**config.mk**
```make
export PLATFORM = sky130hd
export DESIGN_NAME = tx_packet_framer
export DESIGN_NICKNAME = d
export VERILOG_FILES = /design/src/rtl/tx_packet_framer.sv
export SDC_FILE = /design/constraint.sdc
export NUM_CORES = 1
export LEC_CHECK = 0
export ABC_CLOCK_PERIOD_IN_PS = 2600
export BUFFER_PORTS_ARGS = -buffer_cell sky130_fd_sc_hd__buf_2
export CAP_MARGIN = 10
export CORE_ASPECT_RATIO = 0.7
export CORE_MARGIN = 8
export CORE_UTILIZATION = 45
export DETAILED_ROUTE_END_ITERATION = 10
export PLACE_DENSITY = 0.68
export RECOVER_POWER = 50
export SKIP_CTS_REPAIR_TIMING = 1
export SLEW_MARGIN = 10
export SYNTH_ARGS = -nofsm -noshare
export SYNTH_HDL_FRONTEND = slang
export SYNTH_SLANG_ARGS = --single-unit
```
**constraint.sdc**
```tcl
create_clock -name clk -period 2.6 [get_ports clk]
set_input_delay 0.13 -clock clk [delete_from_list [all_inputs] [get_ports clk]]
set_output_delay 0.13 -clock clk [all_outputs]
set_load 0.03 [all_outputs]
```
**src/rtl/tx_packet_framer.sv**
```systemverilog
// rtl/tx_packet_framer.sv - serialises a packet snapshot into a byte frame with CRC-16 and terminator
// Hex-ASCII or raw-binary framing; valid/ready on both sides, one packet in flight.
module tx_packet_framer #(
    parameter int         PACKET_SIZE = 256,
    parameter bit         BINARY      = 1'b0,
    parameter logic [7:0] TERMINATOR  = 8'h0D
) (
    input  logic                   clk,
    input  logic                   reset,
    input  logic [PACKET_SIZE-1:0] packet,
    input  logic                   packet_valid,
    output logic                   packet_ready,
    output logic [7:0]             tx_byte,
    output logic                   tx_valid,
    input  logic                   tx_ready,
    output logic                   busy,
    output logic [15:0]            crc_out,
    output logic                   overrun
);
    localparam int CW         = $clog2(PACKET_SIZE/4 + 1);
    localparam int DATA_UNITS = BINARY ? PACKET_SIZE/8 : PACKET_SIZE/4;
    localparam int CRC_UNITS  = BINARY ? 2 : 4;
    localparam logic [CW-1:0] DATA_LAST = CW'(DATA_UNITS - 1);
    localparam logic [CW-1:0] CRC_LAST  = CW'(CRC_UNITS - 1);

    typedef enum logic [1:0] {S_IDLE, S_DATA, S_CRC, S_TERM} state_t;

    state_t                 state_q, state_d;
    logic [PACKET_SIZE-1:0] shift_q, shift_d;
    logic [CW-1:0]          cnt_q, cnt_d;
    logic [15:0]            crc_q, crc_d;
    logic [15:0]            crc_out_q, crc_out_d;
    logic                   overrun_q, overrun_d;
    logic                   pv_q, pv_d;

    logic [7:0] data_byte;
    logic [7:0] crc_byte;
    logic [3:0] crc_nib;
    logic [7:0] tx_byte_c;
    logic       hs;

    function automatic logic [7:0] hex_char(input logic [3:0] n);
        return (n < 4'd10) ? (8'h30 + {4'h0, n}) : (8'h37 + {4'h0, n});
    endfunction

    function automatic logic [15:0] crc_step(input logic [15:0] c, input logic [7:0] b);
        logic [15:0] r;
        r = c ^ {b, 8'h00};
        for (int i = 0; i < 8; i++) begin
            r = r[15] ? ((r << 1) ^ 16'h1021) : (r << 1);
        end
        return r;
    endfunction

    always_comb begin
        case (cnt_q[1:0])
            2'd0:    crc_nib = crc_q[15:12];
            2'd1:    crc_nib = crc_q[11:8];
            2'd2:    crc_nib = crc_q[7:4];
            default: crc_nib = crc_q[3:0];
        endcase
        data_byte = BINARY ? shift_q[PACKET_SIZE-1 -: 8] : hex_char(shift_q[PACKET_SIZE-1 -: 4]);
        crc_byte  = BINARY ? (cnt_q[0] ? crc_q[7:0] : crc_q[15:8]) : hex_char(crc_nib);
    end

    assign hs = (state_q != S_IDLE) && tx_ready;

    always_comb begin
        state_d   = state_q;
        shift_d   = shift_q;
        cnt_d     = cnt_q;
        crc_d     = crc_q;
        crc_out_d = crc_out_q;
        overrun_d = overrun_q;
        pv_d      = packet_valid;
        tx_byte_c = 8'h00;

        case (state_q)
            S_IDLE: begin
                if (packet_valid) begin
                    shift_d = packet;
                    crc_d   = 16'hFFFF;
                    cnt_d   = '0;
                    state_d = S_DATA;
                end
            end
            S_DATA: begin
                tx_byte_c = data_byte;
                if (hs) begin
                    crc_d   = crc_step(crc_q, data_byte);
                    shift_d = BINARY ? (shift_q << 8) : (shift_q << 4);
                    if (cnt_q == DATA_LAST) begin
                        cnt_d   = '0;
                        state_d = S_CRC;
                    end else begin
                        cnt_d = cnt_q + 1'b1;
                    end
                end
            end
            S_CRC: begin
                tx_byte_c = crc_byte;
                if (hs) begin
                    if (cnt_q == CRC_LAST) begin
                        cnt_d   = '0;
                        state_d = S_TERM;
                    end else begin
                        cnt_d = cnt_q + 1'b1;
                    end
                end
            end
            default: begin
                tx_byte_c = TERMINATOR;
                if (hs) begin
                    crc_out_d = crc_q;
                    state_d   = S_IDLE;
                end
            end
        endcase

        // A producer holding valid after its accept is streaming, not overrunning; only a fresh offer counts.
        if ((state_q != S_IDLE) && packet_valid && !pv_q) begin
            overrun_d = 1'b1;
        end
    end

    always_ff @(posedge clk) begin
        if (reset) begin
            state_q   <= S_IDLE;
            shift_q   <= '0;
            cnt_q     <= '0;
            crc_q     <= 16'hFFFF;
            crc_out_q <= 16'h0000;
            overrun_q <= 1'b0;
            pv_q      <= 1'b0;
        end else begin
            state_q   <= state_d;
            shift_q   <= shift_d;
            cnt_q     <= cnt_d;
            crc_q     <= crc_d;
            crc_out_q <= crc_out_d;
            overrun_q <= overrun_d;
            pv_q      <= pv_d;
        end
    end

    assign packet_ready = (state_q == S_IDLE);
    assign tx_valid     = (state_q != S_IDLE);
    assign busy         = (state_q != S_IDLE);
    assign tx_byte      = tx_byte_c;
    assign crc_out      = crc_out_q;
    assign overrun      = overrun_q;
endmodule

```
==> impl_metrics.toml <==
[sta]
worst_slew_pin_slew_ps = 785
min_period_over_period_pct = 109
setup_slack_ps = -225
min_period_ps = 2830
holdWs_ps = -30.4
rsz0062_at_grt = "yes"
setup_viol = 11
slew_headroom_pct = 47.7
fin_tns_setup_ps = -963
finalMaxSlewViolations = 0
clock_skew_ps = 18.3
final_hold_viol_count = 1
fmax_ghz = 0.354

[outcome]
status = "finished with violations"
violations = "hold timing, setup timing"

[synthesis]
syn_avg_cell_area_um2 = 9.45
async_flop_share_pct = 0
synth_mux_area_share_pct = 19.1
ys_ff_latch = 299
yosysWarnings = 0
synth_xor_area_share_pct = 2.14
synth-compound-area-share_pct = 17.0
synth_top_family_by_area = "multiplexers"
synthesis.area_um2 = 13500
yosysUniqueCellTypes = 51
synth_fa_ha_area_share_pct = 0.925
synth_flop_cell = "dfxtp_1"
synth_edf_count = 0
synth_nets = 1701
yosysSeqAreaShare_pct = 44.3
yosys.area_share.simple_pct = 11.2
syn_inst = 1431

[power_and_ir_drop]
power.density_nw_per_um2 = 1020
leakagePower_nw = 7.26
vdd_drop_max_mv = 0.694

[setup_path]
critPathSlowestCell = "dfxtp_2"
r2r_slack_ps = -60
arrival_ps = 2700
critical_path_class = "flip-flop to output port"
worst-path-max-fanout = 4
endpoint_kind = "output port"
cp_cell_sequence = "inv_2 -> ha_4 -> a222oi_1 -> mux2i_1 -> or2_1 -> nand2_2 -> xor2_1 -> a221o_1 -> buf_6"
crit_buf_inv = 2
critPathTopFamily = "compound AO/OA/AOI/OAI gates"
critical_path.max_stage_delay_ps = 360
crit_required_ps = 2470
start_kind = "flip-flop"

[min_path]
hp-class = "input pin to flip-flop"

[cells_and_area]
nFillCells = 2322
multi_input_area_um2 = 6860
drive_gt1_share_pct = 19.3
area_growth_pct = 39.1
area.sequential_um2 = 5990
final_nets = 2165

[floorplan]
start_util_pct = 45.4
fp.coreArea_um2 = 29800
fp.dieW_um = 223
fp.dieH_um = 161
rows = 53
io_pins = 288
die_area_um2 = 36000

[clocking]
cts_made_buffers = 30
path_clk_slew_ps = 70
clkLatencyLatePin_ps = 560
cts.sinks = 299
cts_tree = "yes"
cts_htree_levels = 1
clock_path_buffers = 3
cts_root_buf = "clkbuf_16"

[grt]
grt_max_degree = 126
first_global_vias = 10200
gr-total-overflow = 0
grt_pass1_wl_um = 53800
grt_use_total_pct = 17.7
grt_antenna_before_repair = 3

[drt]
drt_wl_total_um = 40300
drt_iter0_markers = 911
avgRoutedWirePerCell_um = 17.5
firstDrtPassIters = 6
drtAntennaViolNets = 0
vias = 12200
drc = 0
viasPerCell = 5.28

[placement]
port_buffers = 286
gp_congestion = 0.860
post-dp-hpwl_um = 23500
preCtsSetupSlack_ps = 153

[flow_run]
max_cap_viol_count = 0
[path summary, 6_finish.rpt]
check / to / cells past startpoint / startpoint
max: tx_byte[0] / 9 / cnt_q[1]$_SDFFE_PP0P_
min: shift_q[165]$_SDFFE_PP0P_ / 3 / packet[165]
max reg2reg: shift_q[41]$_SDFFE_PP0P_ / 7 / state_q[0]$_SDFFE_PP0P_
min reg2reg: crc_out[13]$_SDFFE_PP0P_ / 2 / crc_out[13]$_SDFFE_PP0P_
[power breakdown]
group / leakage [nW] / total, mW / internal (mW) / switching (mW)
clock network: 0.520 / 4.63 / 2.76 / 1.87
registers: 2.47 / 7.37 / 6.34 / 1.03
logic: 4.27 / 7.26 / 3.25 / 4.01
total: 7.26 / 19.3 / 12.4 / 6.92
[synthesized netlist by cell type (2+ instances only)]
master | number | area share (%)
dfxtp_1 | 299 | 44
nor2_1 | 265 | 7.4
mux2i_1 | 258 | 19
a211oi_1 | 252 | 14
buf_2 | 62 | 2.3
nand2_1 | 54 | 1.5
clkbuf_1 | 43 | 1.2
a21oi_1 | 31 | 1.1
buf_4 | 24 | 1.3
xnor2_1 | 18 | 1.2
nand2b_1 | 16 | 0.74
inv_1 | 12 | 0.33
ha_1 | 10 | 0.92
o22ai_1 | 10 | 0.46
xor2_1 | 10 | 0.65
o21ai_1 | 7 | 0.26
nand3b_1 | 6 | 0.33
nor3_1 | 6 | 0.22
nor2b_1 | 5 | 0.23
buf_1 | 4 | 0.11
a222oi_1 | 3 | 0.22
nand3_1 | 3 | 0.11
nand4_1 | 2 | 0.092
o21ai_0 | 2 | 0.074
o21ai_2 | 2 | 0.13
or3_1 | 2 | 0.092
[registers in the layout, indices dropped and copies added, names as in the netlist]
signal and count:
overrun 1, crc_out 16, shift_q 256, pv_q 1
state_q 2, cnt_q 7, crc_q 16
[worst reg2reg max path, delay by kind of cell (launching register included)]
kind            cells  cell delay (ps)
compound gates      2              980
buf+inv             2              520
flops               1              380
simple gates        2              380
fa+ha+maj           1              280
[through the flow]
stage / power (mW) / std cells / area, um^2 / hold slack, ps / util (%)
finish: 19.3 / 2307 / 18800 / -30.4 / 63.2
global route: 20.5 / 2307 / 18800 / 1.54 / 63.2
CTS: 18.9 / 2050 / 16300 / -184 / 54.7
detailed placement: 14.2 / 1994 / 15200 / 406 / 51.1
global placement: 13.9 / 1994 / 15200 / 401 / 51.1
floorplan: 12.6 / 1431 / 13500 / 258 / -
[cells by family (layout without fill, tap and decap cells)]
family,after synthesis,count (layout)
AO/OA/AOI/OAI,318,318
flip-flops,299,299
AND/OR/NAND/NOR,369,369
buffers and inverters,146,634
adder cells (fa/ha/maj),10,10
other,1,4
XOR/XNOR,30,30
multiplexers,258,258
[area by class of cell]
cell class	count	share of cell area (%)
multi-input cells	986	36.5
flip-flops and latches	299	31.8
repair buffers	565	23.1
clock buffers	35	4.36
well taps	385	2.56
clock inverters	21	1.33
inverters	13	0.259
diodes	3	0.0399
[layer usage]
layer | vias to the layer above | share of wire, % | track usage [%]
met5 | - | 0.022 | 0
met4 | 2 | 2.5 | 4.84
met3 | 71 | 5.5 | 4.24
met2 | 346 | 49 | 27.0
met1 | 5643 | 43 | 24.8
li1 | 6108 | - | -
[cell usage in the layout (no fill, tap or decap), types with 4 or more instances in the layout]
master           n
nor2_1         265
nand3b_1         6
nand2_1         53
dfxtp_1        297
xnor2_1         18
buf_12          14
xor2_1          10
inv_1           10
a21oi_1         30
clkbuf_8         4
o22ai_1         10
clkinvlp_4       5
nor3_1           6
buf_2          260
mux2i_1        258
bufinv_16        5
ha_1             5
clkbuf_16       31
nor2b_1          5
o21ai_1          6
clkbuf_1        23
dlygate4sd3_1  250
a211oi_1       252
clkinv_2         9
buf_4           12
nand2b_1        16
Power figures use the tool's default switching activity.
